==> config.mk <==
export PLATFORM = sky130hd
export DESIGN_NAME = jtag_host_master
export DESIGN_NICKNAME = d
export VERILOG_FILES = /design/src/rtl/jtag_host_pkg.sv /design/src/rtl/jtag_host_master_tck_gen.sv /design/src/rtl/jtag_host_master.sv
export SDC_FILE = /design/constraint.sdc
export NUM_CORES = 1
export LEC_CHECK = 0
export CORE_AREA = 5 5 195 197
export CTS_CLUSTER_DIAMETER = 40
export CTS_CLUSTER_SIZE = 40
export DETAILED_ROUTE_END_ITERATION = 6
export DIE_AREA = 0 0 200 202
export HOLD_SLACK_MARGIN = 0.02
export PLACE_DENSITY_LB_ADDON = 0.2
export SLEW_MARGIN = 20
export SYNTH_ARGS = -nofsm -noshare
export SYNTH_HDL_FRONTEND = slang
export SYNTH_SLANG_ARGS = --single-unit
export TNS_END_PERCENT = 10
==> constraint.sdc <==
create_clock -name i_clk -period 3.8 [get_ports i_clk]
set_input_delay 0.38 -clock i_clk [delete_from_list [all_inputs] [get_ports i_clk]]
set_output_delay 0.38 -clock i_clk [all_outputs]
set_load 0.05 [all_outputs]
==> src/rtl/jtag_host_pkg.sv <==
// Shared encodings for the JTAG host master: command types, FSM states and
// LSB-first TMS fragments (bit 0 is driven on the first TCK).
package jtag_host_pkg;

    localparam int LEN_W = 7;

    typedef enum logic [1:0] {
        CMD_TAP_RESET = 2'd0,
        CMD_IR_SCAN   = 2'd1,
        CMD_DR_SCAN   = 2'd2,
        CMD_RUN_IDLE  = 2'd3
    } cmd_e;

    typedef enum logic [1:0] {
        ST_RST  = 2'd0,
        ST_IDLE = 2'd1,
        ST_RUN  = 2'd2,
        ST_DONE = 2'd3
    } state_e;

    localparam logic [5:0] TMS_RESET  = 6'b011111;
    localparam logic [3:0] TMS_IR_PRE = 4'b0011;
    localparam logic [2:0] TMS_DR_PRE = 3'b001;
    localparam logic [1:0] TMS_POST   = 2'b01;

endpackage

==> src/rtl/jtag_host_master_tck_gen.sv <==
// TCK divider: CLK_DIV clk cycles per half-period, low phase first. Strobes flag
// the clk edge on which tck rises/falls. i_hold keeps tck low while still timing.
module jtag_tck_gen #(
    parameter int CLK_DIV = 4
) (
    input  logic i_clk,
    input  logic i_rst,
    input  logic i_run,
    input  logic i_hold,
    output logic o_tck,
    output logic o_rise,
    output logic o_fall
);
    localparam int CW = (CLK_DIV > 1) ? $clog2(CLK_DIV) : 1;

    logic [CW-1:0] r_cnt;
    logic          r_phase;
    logic          r_tck;
    logic          w_wrap;

    assign w_wrap = i_run && (r_cnt == CW'(CLK_DIV - 1));
    assign o_rise = w_wrap && !r_phase;
    assign o_fall = w_wrap && r_phase;
    assign o_tck  = r_tck;

    always_ff @(posedge i_clk) begin
        if (i_rst || !i_run) begin
            r_cnt   <= '0;
            r_phase <= 1'b0;
            r_tck   <= 1'b0;
        end else begin
            r_cnt <= w_wrap ? '0 : r_cnt + CW'(1);
            if (w_wrap) begin
                r_phase <= ~r_phase;
                r_tck   <= ~r_phase & ~i_hold;
            end
        end
    end
endmodule

==> src/rtl/jtag_host_master.sv <==
// System-clocked JTAG master: one command at a time, TMS/TDI pre-built as LSB-first
// vectors at accept and shifted out one entry per TCK. Optional o_trst_n via JTAG_HOST_TRST_EN.
module jtag_host_master
    import jtag_host_pkg::*;
#(
    parameter int CLK_DIV = 4,
    parameter int MAX_LEN = 64,
    parameter int IR_LEN  = 6
) (
    input  logic               i_clk,
    input  logic               i_rst,
    input  logic               i_cmd_valid,
    output logic               o_cmd_ready,
    input  logic [1:0]         i_cmd_type,
    input  logic [LEN_W-1:0]   i_cmd_len,
    input  logic [MAX_LEN-1:0] i_cmd_data,
    output logic               o_rsp_valid,
    output logic               o_rsp_err,
    output logic [MAX_LEN-1:0] o_rsp_data,
    output logic               o_busy,
    output logic               o_tck,
    output logic               o_tms,
    output logic               o_tdi,
`ifdef JTAG_HOST_TRST_EN
    output logic               o_trst_n,
`endif
    input  logic               i_tdo
);
    localparam int SEQ_W = MAX_LEN + 6;
    localparam int CNT_W = LEN_W + 1;
    localparam int BIT_W = $clog2(MAX_LEN);

    state_e             r_state;
    cmd_e               r_cmd;
    logic               r_tap_known;
    logic [CNT_W-1:0]   r_left;
    logic [BIT_W-1:0]   r_bit;
    logic [SEQ_W-1:0]   r_tms_sr, r_tdi_sr, r_sh_sr;
    logic               r_tms, r_tdi, r_sh;
    logic [MAX_LEN-1:0] r_rx, r_rsp_data;
    logic               r_rsp_valid, r_rsp_err;
    logic               w_rise, w_fall, w_hold;
    logic [SEQ_W-1:0]   w_tms_v, w_tdi_v, w_sh_v;
    logic [CNT_W-1:0]   w_total;
    logic               w_err, w_empty;
`ifdef JTAG_HOST_TRST_EN
    logic [SEQ_W-1:0]   r_trst_sr, w_trst_v;
    logic               r_trst_n;
    localparam int RESET_TCKS = 8;
    assign o_trst_n = r_trst_n;
    assign w_hold   = ~r_trst_n;
`else
    localparam int RESET_TCKS = 6;
    assign w_hold = 1'b0;
`endif

    assign o_cmd_ready = (r_state == ST_IDLE);
    assign o_busy      = ~o_cmd_ready;
    assign o_tms       = r_tms;
    assign o_tdi       = r_tdi;
    assign o_rsp_valid = r_rsp_valid;
    assign o_rsp_err   = r_rsp_err;
    assign o_rsp_data  = r_rsp_data;

    jtag_tck_gen #(.CLK_DIV(CLK_DIV)) u_tck (
        .i_clk  (i_clk),
        .i_rst  (i_rst),
        .i_run  (r_state == ST_RUN),
        .i_hold (w_hold),
        .o_tck  (o_tck),
        .o_rise (w_rise),
        .o_fall (w_fall)
    );

    // Per-command TMS/TDI/shift-flag vectors; entry i is driven on TCK i.
    always_comb begin
        w_tms_v = '0;
        w_tdi_v = '0;
        w_sh_v  = '0;
        w_total = '0;
        w_err   = 1'b0;
        w_empty = 1'b0;
`ifdef JTAG_HOST_TRST_EN
        w_trst_v = '0;
`endif
        case (cmd_e'(i_cmd_type))
            CMD_TAP_RESET: begin
`ifdef JTAG_HOST_TRST_EN
                w_tms_v  = SEQ_W'({TMS_RESET, 2'b11});
                w_trst_v = SEQ_W'(2'b11);
`else
                w_tms_v  = SEQ_W'(TMS_RESET);
`endif
                w_total  = CNT_W'(RESET_TCKS);
            end
            CMD_IR_SCAN: begin
                w_sh_v  = SEQ_W'({IR_LEN{1'b1}}) << 4;
                w_tms_v = SEQ_W'(TMS_IR_PRE) | (SEQ_W'(1) << (IR_LEN + 3))
                        | (SEQ_W'(TMS_POST) << (IR_LEN + 4));
                w_tdi_v = SEQ_W'(i_cmd_data[IR_LEN-1:0]) << 4;
                w_total = CNT_W'(IR_LEN + 6);
                w_err   = !r_tap_known;
            end
            CMD_DR_SCAN: begin
                w_sh_v  = ((SEQ_W'(1) << i_cmd_len) - SEQ_W'(1)) << 3;
                w_tms_v = SEQ_W'(TMS_DR_PRE) | (SEQ_W'(1) << (i_cmd_len + 7'd2))
                        | (SEQ_W'(TMS_POST) << (i_cmd_len + 7'd3));
                w_tdi_v = (SEQ_W'(i_cmd_data) << 3) & w_sh_v;
                w_total = CNT_W'(i_cmd_len) + CNT_W'(5);
                w_err   = !r_tap_known || (i_cmd_len == '0) || (int'(i_cmd_len) > MAX_LEN);
            end
            default: begin
                w_total = CNT_W'(i_cmd_len);
                w_empty = (i_cmd_len == '0);
            end
        endcase
    end

    always_ff @(posedge i_clk) begin
        if (i_rst) begin
            r_state     <= ST_RST;
            r_cmd       <= CMD_TAP_RESET;
            r_tap_known <= 1'b0;
            r_left      <= '0;
            r_bit       <= '0;
            r_tms_sr    <= '0;
            r_tdi_sr    <= '0;
            r_sh_sr     <= '0;
            r_tms       <= 1'b1;
            r_tdi       <= 1'b0;
            r_sh        <= 1'b0;
            r_rx        <= '0;
            r_rsp_data  <= '0;
            r_rsp_valid <= 1'b0;
            r_rsp_err   <= 1'b0;
`ifdef JTAG_HOST_TRST_EN
            r_trst_sr   <= '0;
            r_trst_n    <= 1'b0;
`endif
        end else begin
            r_rsp_valid <= 1'b0;
            case (r_state)
                ST_RST: begin
                    r_state <= ST_IDLE;
`ifdef JTAG_HOST_TRST_EN
                    r_trst_n <= 1'b1;
`endif
                end
                ST_IDLE: if (i_cmd_valid) begin
                    r_cmd <= cmd_e'(i_cmd_type);
                    r_rx  <= '0;
                    r_bit <= '0;
                    if (w_err || w_empty) begin
                        r_state     <= ST_DONE;
                        r_rsp_valid <= 1'b1;
                        r_rsp_err   <= w_err;
                        r_rsp_data  <= '0;
                    end else begin
                        r_state  <= ST_RUN;
                        r_left   <= w_total;
                        r_tms    <= w_tms_v[0];
                        r_tdi    <= w_tdi_v[0];
                        r_sh     <= w_sh_v[0];
                        r_tms_sr <= w_tms_v >> 1;
                        r_tdi_sr <= w_tdi_v >> 1;
                        r_sh_sr  <= w_sh_v >> 1;
`ifdef JTAG_HOST_TRST_EN
                        r_trst_n  <= ~w_trst_v[0];
                        r_trst_sr <= w_trst_v >> 1;
`endif
                    end
                end
                ST_RUN: begin
                    if (w_rise && r_sh) begin
                        r_rx[r_bit] <= i_tdo;
                        r_bit       <= r_bit + BIT_W'(1);
                    end
                    if (w_fall) begin
                        r_tms    <= r_tms_sr[0];
                        r_tdi    <= r_tdi_sr[0];
                        r_sh     <= r_sh_sr[0];
                        r_tms_sr <= r_tms_sr >> 1;
                        r_tdi_sr <= r_tdi_sr >> 1;
                        r_sh_sr  <= r_sh_sr >> 1;
                        r_left   <= r_left - CNT_W'(1);
`ifdef JTAG_HOST_TRST_EN
                        r_trst_n  <= ~r_trst_sr[0];
                        r_trst_sr <= r_trst_sr >> 1;
`endif
                        if (r_left == CNT_W'(1)) begin
                            r_state     <= ST_DONE;
                            r_rsp_valid <= 1'b1;
                            r_rsp_err   <= 1'b0;
                            r_rsp_data  <= r_rx;
                            if (r_cmd == CMD_TAP_RESET) r_tap_known <= 1'b1;
                        end
                    end
                end
                default: r_state <= ST_IDLE;
            endcase
        end
    end
endmodule

==> flow_summary_export.csv, run 1 <==
group,metric,value,unit
sta,max_clock_freq,283,MHz
pwr,peakVddDrop,0.525,mV
critical_path,worst_r2r_path_depth,10,
critical_path,crit_family,"simple AND/OR/NAND/NOR gates",
yosys,synth_fp_nets,2578,
global_route,use_met3,5.33,%
floorplan,io_pins,148,
yosys,synthTopCellsByArea,"dfxtp_1 (38%), a21oi_1 (7.9%), nand2_1 (5.8%)",
detailed_routing,drt_drc_violations_left,0,
yosys,ys_seq_area_share,38.0,%
yosys,netlist.area_leader.share,38.0,%
floorplan,core,36100,sq um
layout,layout_common_cells,"dfxtp_1 (359), a21oi_1 (297), nand2_1 (294), buf_4 (212)",
yosys,synthCells,2478,
critical_path,crit_cells,11,
layout,layout.filler_cells,3131,
global_route,grt_pass1_wl,105000,microns
critical_path,cp-startpoint,"i_cmd_len[1]",
critical_path,worstSetupEndpointType,"flip-flop",
clocking,cts.clk_slew.worst_paths,0.07,ns
global_route,grt.total_usage,31.8,%
layout,multiInputGateArea,10800,sq um
layout,final_cell_count_no_fill,3186,
pwr,p_total,0.0140,W
sta,clock_skew,0.0376,ns
sta,worst_pin_slew,1.08,ns
pwr,power.density,589,nW/um^2
global_route,grt_max_degree,132,
yosys,async_flop_share,0,%
global_route,grtUsageMet2,52.0,%
sta,finalSetupViolCount,0,
placement,gp_congestion,1.03,
detailed_routing,drt-initial-drc-count,1899,
floorplan,fp.dieArea,40400,sq um
floorplan,initial_core_util,52.4,%
yosys,yosysWarnings,0,
layout,seqCellArea,7190,sq um
detailed_routing,via_per_inst,6.41,
detailed_routing,routed_wl,66600,microns
global_route,use_met1,41.0,%
clocking,cts_root_buffer,"clkbuf_16",
placement,pre_cts_slack,-0.288,ns
floorplan,die_w,200,microns
critical_path,worstPathRequired,4.24,ns
clocking,cts_tree,"yes",
critical_path,crit_arrival,3.97,ns
critical_path,worst-path-buf-inv,2,
sta,hold_violations,0,
critical_path,slowest_stage,"or4_1",
global_route,grt_overflow,0,
global_route,antenna_found_initial,2,
yosys,synthFlopType,"dfxtp_1",
pwr,p_leak,8.70,nW
status,status,"finished, final reports clean",
critical_path,reg2reg_to,"r_rx[25]",
clocking,ctsResizeCount,0,
detailed_routing,drtPass1Iterations,5,
clocking,cts_buffer_depth,3,
sta,slew_headroom,27.9,%
sta,rsz0062_at_grt,"no",
clocking,cts_buffers,51,
sta,min_period,3.54,ns
global_route,grt-busiest-layer,"met2",
critical_path,slowest_delay,0.62,ns
sta,min_period_over_period,93.1,%
critical_path,rrSetupSlack,0.49,ns
clocking,clkSinkCount,359,
layout,layout.nets,2777,
yosys,synth_seq_cells,359,
floorplan,die_h,202,microns
clocking,ctsHoldBuffers,0,
clocking,insertion_delay,0.61,ns
critical_path,cp-start-kind,"input pin",
clocking,h-tree-depth,2,
critical_path,path_cells,"clkdlybuf4s50_1 > ha_1 > ha_1 > nor3_1 > a21oi_1 > or4_4 > buf_4 > or4_1 > o31a_1 > a32oi_1 > o22ai_1",
floorplan,placementRows,70,
yosys,yosysTopAreaCell,"dfxtp_1",
sta,slew_viol_final,0,
critical_path,cp_max_fo,6,
critical_path,r2r-start,"r_state[1]",
detailed_routing,postRouteAntennaNets,0,
yosys,synth_edf_count,0,
global_route,grt_pass1_vias,19400,
sta,setup_slack,0.263,ns
layout,drive_gt1_share,13.1,%
run,cap_violations,0,
detailed_routing,routedWlPerCell,20.9,microns
placement,dpl.cell_count,3092,
min_path,hold_path.class,"in2reg",
detailed_routing,num_vias,20400,
clocking,cts_setup_buffers,0,
layout,area_delta_synth_final,25.5,%
yosys,syn_area,18900,sq um
yosys,synth_area_per_cell,7.62,sq um
placement,port_buffers,147,
critical_path,crit_path_end,"r_tdi_sr[64]",
yosys,yosysUniqueCellTypes,86,
critical_path,critPathKind,"in2reg",
layout,layout_commonest_cell,"dfxtp_1",
placement,dpl.hpwl,46900,microns
sta,hold_ws,0.222,ns
critical_path,cpMostUsedCell,"ha_1",
-- report_power, final --
group | internal, W | switching [W]
Sequential | 0.00453 | 0.000421
Combinational | 0.00154 | 0.00283
Clock | 0.00271 | 0.00193
-- routing by layer --
layer,vias to the layer above,wire length [microns]
li1,9584,-
met1,9729,27100
met2,888,31400
met3,214,4860
met4,2,3200
met5,-,12
-- sequential cells by signal, indices dropped and copies added (netlist names), 6 cells and up --
name,flops
r_tdi_sr,66
o_rsp_data,64
r_sh_sr,69
r_bit,6
r_rx,64
r_tms_sr,69
r_left,8
-- Yosys cell counts, types with 19 or more instances --
cell,number
and3_1,29
nor2_1,192
and2_1,23
a21oi_1,298
ha_1,23
dfxtp_1,359
xnor2_1,19
o21ai_0,149
o22ai_1,51
mux2i_1,29
a32oi_1,31
clkbuf_1,186
a31oi_1,26
nor3_1,104
a221oi_1,81
buf_1,22
nand2_1,294
o211ai_1,22
nand3_1,189
-- per-stage QoR --
stage / util (%) / TNS, ns / area (sq um)
6_report: 65.7 / 0 / 23700
5_1_grt: 65.7 / 0 / 23700
4_1_cts: 65.7 / 0 / 23700
3_5_place_dp: 61.0 / -5.69 / 22000
3_3_place_gp: 61.0 / -4.95 / 22000
2_1_floorplan: - / 0 / 18900
-- worst reg2reg max path, delay by kind of cell (launching register included) --
kind	cells	cell delay (ns)
buf+inv	2	0.36
simple gates	4	0.96
compound gates	1	0.58
flops	1	0.34
mux	2	0.38
fa+ha+maj	1	0.58
-- cells by family (layout without fill, tap and decap cells) --
logic type | count (synthesis) | count (layout) | share of synthesized area [%]
AO/OA/AOI/OAI | 805 | 805 | 27.0
XOR/XNOR | 33 | 33 | 1.53
adder cells (fa/ha/maj) | 23 | 23 | 1.52
buffers and inverters | 247 | 486 | 5.23
flip-flops | 359 | 359 | 38.0
multiplexers | 29 | 29 | 1.54
other | 0 | 1 | 0
AND/OR/NAND/NOR | 982 | 982 | 25.2
-- cell type report --
type	count	area share, %
Tap cell	468	2.47
Clock inverter	34	1.48
Antenna cell	1	0.0106
Clock buffer	59	5.60
Inverter	18	0.290
Sequential cell	359	30.3
Timing Repair Buffer	375	14.3
Multi-Input combinational cell	1872	45.6
-- worst min-delay path by stage --
stage                               from  cells past startpoint  slack (ns)        endpoint
after floorplan           u_tck.r_cnt[0]                      1        0.41  u_tck.r_cnt[0]
after global placement    u_tck.r_cnt[0]                      1        0.42  u_tck.r_cnt[0]
after detailed placement    r_tdi_sr[23]                      2        0.44    r_tdi_sr[22]
after CTS                          i_rst                      2        0.19     r_tap_known
after global routing               i_rst                      2        0.22     r_tap_known
final                              i_rst                      2        0.22        r_rx[10]
(Power assumes the default switching activity.)
==> run 2: changes to the inputs <==
--- a/config.mk
+++ b/config.mk
@@ -12,6 +12,7 @@
 export DIE_AREA = 0 0 200 202
 export HOLD_SLACK_MARGIN = 0.02
 export PLACE_DENSITY_LB_ADDON = 0.2
+export RECOVER_POWER = 100
 export SLEW_MARGIN = 20
 export SYNTH_ARGS = -nofsm -noshare
 export SYNTH_HDL_FRONTEND = slang
==> flow_summary_export.csv, run 2 (synthesis gave the netlist of run 1 again) <==
group,metric,value,unit
pwr,power.density,589,nW/um^2
floorplan,fp.dieArea,40400,sq um
layout,final_core_util,65.4,%
sta,max_clock_freq,274,MHz
critical_path,crit_arrival,4.16,ns
critical_path,critPathKind,"in2reg",
sta,hold_violations,0,
pwr,p_total,0.0139,W
clocking,cts_buffer_depth,3,
sta,slew_headroom,25.7,%
sta,clock_skew,0.0379,ns
clocking,cts_root_buffer,"clkbuf_16",
critical_path,cp_max_fo,21,
layout,layout_commonest_cell,"dfxtp_1",
clocking,ctsHoldBuffers,0,
clocking,cts.clk_slew.worst_paths,0.07,ns
clocking,h-tree-depth,2,
sta,slew_viol_final,0,
global_route,antenna_found_initial,2,
pwr,p_leak,8.89,nW
layout,layout.nets,2777,
floorplan,placementRows,70,
critical_path,worstSetupEndpointType,"flip-flop",
detailed_routing,routed_wl,66500,microns
detailed_routing,drt_drc_violations_left,0,
placement,dpl.hpwl,46900,microns
detailed_routing,drt-initial-drc-count,1816,
critical_path,worstPathRequired,4.30,ns
floorplan,core,36100,sq um
layout,final_cell_count_no_fill,3186,
floorplan,die_w,200,microns
sta,rsz0062_at_grt,"no",
detailed_routing,routedWlPerCell,20.9,microns
layout,reg_top3,"r_sh_sr x69, r_tms_sr x69, r_tdi_sr x66",
clocking,ctsResizeCount,0,
sta,min_period_over_period,96.2,%
status,status,"finished, final reports clean",
sta,min_period,3.65,ns
layout,design_area,23600,sq um
clocking,clkSinkCount,359,
detailed_routing,postRouteAntennaNets,0,
layout,area_delta_synth_final,25.0,%
critical_path,cp-start-kind,"input pin",
min_path,hold_path.class,"in2reg",
detailed_routing,num_vias,20400,
layout,layout_common_cells,"dfxtp_1 (359), a21oi_1 (297), nand2_1 (294), nor2_1 (190), nand3_1 (189)",
placement,placed_cell_area,22000,sq um
global_route,grt_max_degree,132,
detailed_routing,via_per_inst,6.40,
placement,dpl.cell_count,3092,
global_route,grt_pass1_vias,19400,
layout,drive_gt1_share,12.4,%
sta,worst_pin_slew,1.11,ns
clocking,insertion_delay,0.61,ns
sta,finalSetupViolCount,0,
floorplan,initial_core_util,52.4,%
sta,fin_setup_tns,0,ns
placement,port_buffers,147,
placement,gp_congestion,1.03,
floorplan,die_h,202,microns
floorplan,io_pins,148,
detailed_routing,drtPass1Iterations,6,
global_route,grt_pass1_wl,105000,microns
global_route,grt.total_usage,31.8,%
global_route,grt_overflow,0,
pwr,peakVddDrop,0.526,mV
clocking,cts_tree,"yes",
clocking,cts_buffers,51,
run,cap_violations,0,
clocking,cts_setup_buffers,0,
run 2: worst max-delay path: stages:
cell	delay [ns]
clkdlybuf4s50_1	0.52
inv_1	0.16
ha_1	0.29
clkbuf_1	0.85
a21o_1	0.26
a32oi_1	0.11
clkbuf_1	0.23
a2111oi_4	0.70
clkbuf_2	0.34
nand2_1	0.15
o22ai_1	0.15
run 2: path summary, 6_finish.rpt:
check	slack, ns	depth (start not counted)	from	to
worst max-delay path	0.15	11	i_cmd_len[1]	r_tdi_sr[59]
worst min-delay path	0.22	2	i_rst	r_tap_known
worst max register to register	0.28	10	r_state[1]	r_rx[20]
worst min register to register	0.45	2	o_rsp_data[21]	o_rsp_data[21]
run 2: layout make-up:
class	instances	area, sq um
multi-input cells	1872	10800
well taps	468	586
clock buffers	59	1330
clock inverters	34	350
repair buffers	375	3310
flip-flops and latches	359	7190
fillers	3147	12500
diodes	1	2.50
inverters	18	68.8
run 2: routing by layer:
metal  global-route usage (%)  up-vias  wire length [microns]
met4                     14.4        2                   3110
met3                     5.33      203                   4920
met1                     41.0     9770                  27000
li1                         -     9569                      -
met5                        0        -                     19
met2                     52.0      859                  31500
run 2: where the power goes:
group	internal (W)	leakage, nW	switching [W]	total (W)
sequential	0.00453	2.92	0.000422	0.00495
combinational	0.00150	5.15	0.00282	0.00433
clock	0.00271	0.818	0.00192	0.00463
run 2: stage by stage:
step | hold WS [ns] | setup slack (ns)
after detailed placement | 0.437 | -0.288
after CTS | 0.191 | 0.303
after floorplan | 0.408 | 0.0202
after global routing | 0.225 | 0.0681
after global placement | 0.418 | -0.239
final | 0.225 | 0.146
==> RTL change: new RTL, settings of run 2 <==
Set the parameter `IR_LEN` to 5 (it was 6).
--- a/src/rtl/jtag_host_master.sv
+++ b/src/rtl/jtag_host_master.sv
@@ -5,7 +5,7 @@
 #(
     parameter int CLK_DIV = 4,
     parameter int MAX_LEN = 64,
-    parameter int IR_LEN  = 6
+    parameter int IR_LEN  = 5
 ) (
     input  logic               i_clk,
     input  logic               i_rst,
Function: same outputs for any inputs over 4 cycles, from zero or initial values and one cycle with i_rst high; that may be too few to reach the edited logic, so the function may still have changed.
==> RTL change against run 2 <==
- cell area fell by 2.7%
- register-to-register slack improved by 0.41 ns
- synthesized area rose by 0.15%
- synthesized cell count fell by 0.48%
- sequential cell count did not move
- power rose by 9.6%
- setup slack improved by 0.21 ns
- critical endpoint is now r_sh_sr[58]
- wire length fell by 5.5%
==> RTL change: results (changes against run 2) <==
Detailed routing
  – DR top layer: met4
  – Met2 WL post-DR: 30600 um (-3.0%)
  – Vias/cell: 6.33 (-1.2%)
  – Pre-Repair DR Iteration Count: 6 (unchanged)
  – WL met3: 4060 um (-18%)
  – Routed wire length: 62900 um (-5.5%)
  – Length of routed wiring on met1: 25900 um (-4.1%)
  – DRT iter0 DRCs: 1884 (+3.7%)

Final layout
  – Biggest regs: r_sh_sr x69, r_tms_sr x69, r_tdi_sr x66
  – N_diodes: 0 (-1)
  – Fraction of layout cells with a size suffix above 1: 10.6% (-1.9 points)
  – Fillers: 3228 (+2.6%)
  – Nets: 2668 (-3.9%)

Global routing
  – First-pass GRT wire length: 101000 um (-3.2%)
  – Largest net degree at the start of global routing: 180 (+36%)
  – Vias in the first global route: 18.4k (-4.9%)
  – Initial antenna violation count: 0 (-2)
  – Total GRT Usage: 30.3% (-1.5 points)

Timing
  – Final Skew: 0.0225 ns (-0.0154 ns)
  – Worst Tran Pin Value: 1.15 ns (+0.0321 ns)

Pwr
  – Max VDD drop: 0.542 mV (+3.1%)
  – Leakage: 8.25 nW (-7.2%)

Synth
  – Sequential cell area fraction in the yosys report: 38.0% (-0.058 points)
  – Syn_nets: 2566 (-0.47%)
  – Yosys cell types: 100 (+16%)
  – EDFF count, synth: 0 (unchanged)
  – Ys Warns: 0 (unchanged)
  – Post-synth top cells: dfxtp_1 (359), nand2_1 (354), nor2_1 (240), a21oi_1 (223), nand3_1 (206)
  – Top post-synthesis cells by area: dfxtp_1 (38%), nand2_1 (7.0%), a21oi_1 (5.9%), nand3_1 (5.4%), nor2_1 (4.8%)

Setup path
  – CP Max Fanout: 8 (-62%)
  – CP arrival: 3.89 ns (-0.27 ns)

Clock tree
  – Cts repair resizes: 0 (unchanged)
  – Post-CTS Setup Repair Bufs: 0 (unchanged)
  – CTS Buffer Depth: 3 (unchanged)
  – CTS Buf Count: 50 (-2.0%)
  – Clk slew on worst S/H paths: 0.06 ns
  – H-tree depth: 2 (unchanged)

Placement
  – Dpl hpwl: 42800 um (-8.8%)
  – Dpl ws: -0.000764 ns (+0.287 ns)
  – RePlAce Congestion: 1.00 (-2.6%)

Status
  – Status: finished, final reports clean
[RTL change: changes by cell type after synthesis, moves of 48 or more]
cell	run 2	this run
buf_2	12	60
nand2_1	294	354
a211oi_1	11	59
a21oi_1	298	223
nor2_1	192	240
o21ai_0	149	76
[RTL change: worst max-delay path, cell delays in order]
cell and delay (ns):
dlygate4sd3_1 0.63, inv_1 0.15, ha_1 0.30, nor2b_1 0.22
nand2_1 0.15, ha_1 0.18, a21boi_2 0.25, nand3_4 0.16
nor3_1 0.45, and4_1 0.47, xor2_1 0.18, a221oi_2 0.29
nor3_2 0.07
[RTL change: worst paths after layout]
check / slack (ns) / depth (start not counted) / start / endpoint
setup / recovery: 0.36 / 13 / i_cmd_len[1] / r_sh_sr[58]
hold / removal: 0.07 / 2 / i_rst / r_sh_sr[20]
setup reg to reg: 0.69 / 8 / r_state[1] / r_rx[2]
hold reg to reg: 0.44 / 1 / u_tck.r_cnt[0] / u_tck.r_cnt[0]
[RTL change: cell families after synthesis]
logic type | synth area share, %
mux | 0.212
compound gates | 24.5
fa+ha+maj | 1.52
buf+inv | 5.91
flops | 38.0
simple gates | 27.8
xor+xnor | 2.04
[RTL change: area by class of cell]
class,count,area [um^2],area share [%]
Multi-Input combinational cell,1853,10600,46.2
Tap cell,468,586,2.55
Timing Repair Buffer,284,2710,11.8
Sequential cell,359,7190,31.3
Clock inverter,35,473,2.06
Inverter,20,75.1,0.327
Clock buffer,57,1330,5.79
[RTL change: where the power goes]
| part | switching [W] | internal, W |
|---|---|---|
| Combinational | 0.00365 | 0.00200 |
| Sequential | 0.000295 | 0.00433 |
| Clock | 0.00197 | 0.00301 |
| Total | 0.00592 | 0.00934 |
[RTL change: stage by stage]
step,instances,TNS (ns),hold slack [ns],area [um^2]
after global routing,3076,0,0.0634,23000
after CTS,3076,0,0.0578,23100
final,3076,0,0.0717,23000
after detailed placement,2984,-0.000764,0.429,21300
after floorplan,2466,0,0.408,18900
after global placement,2984,0,0.418,21300
[RTL change: routing by layer]
metal	track usage, %	vias to the layer above
met1	39.8	9280
met4	10.9	0
met3	4.35	162
met2	50.8	799
met5	0	-
li1	-	9218
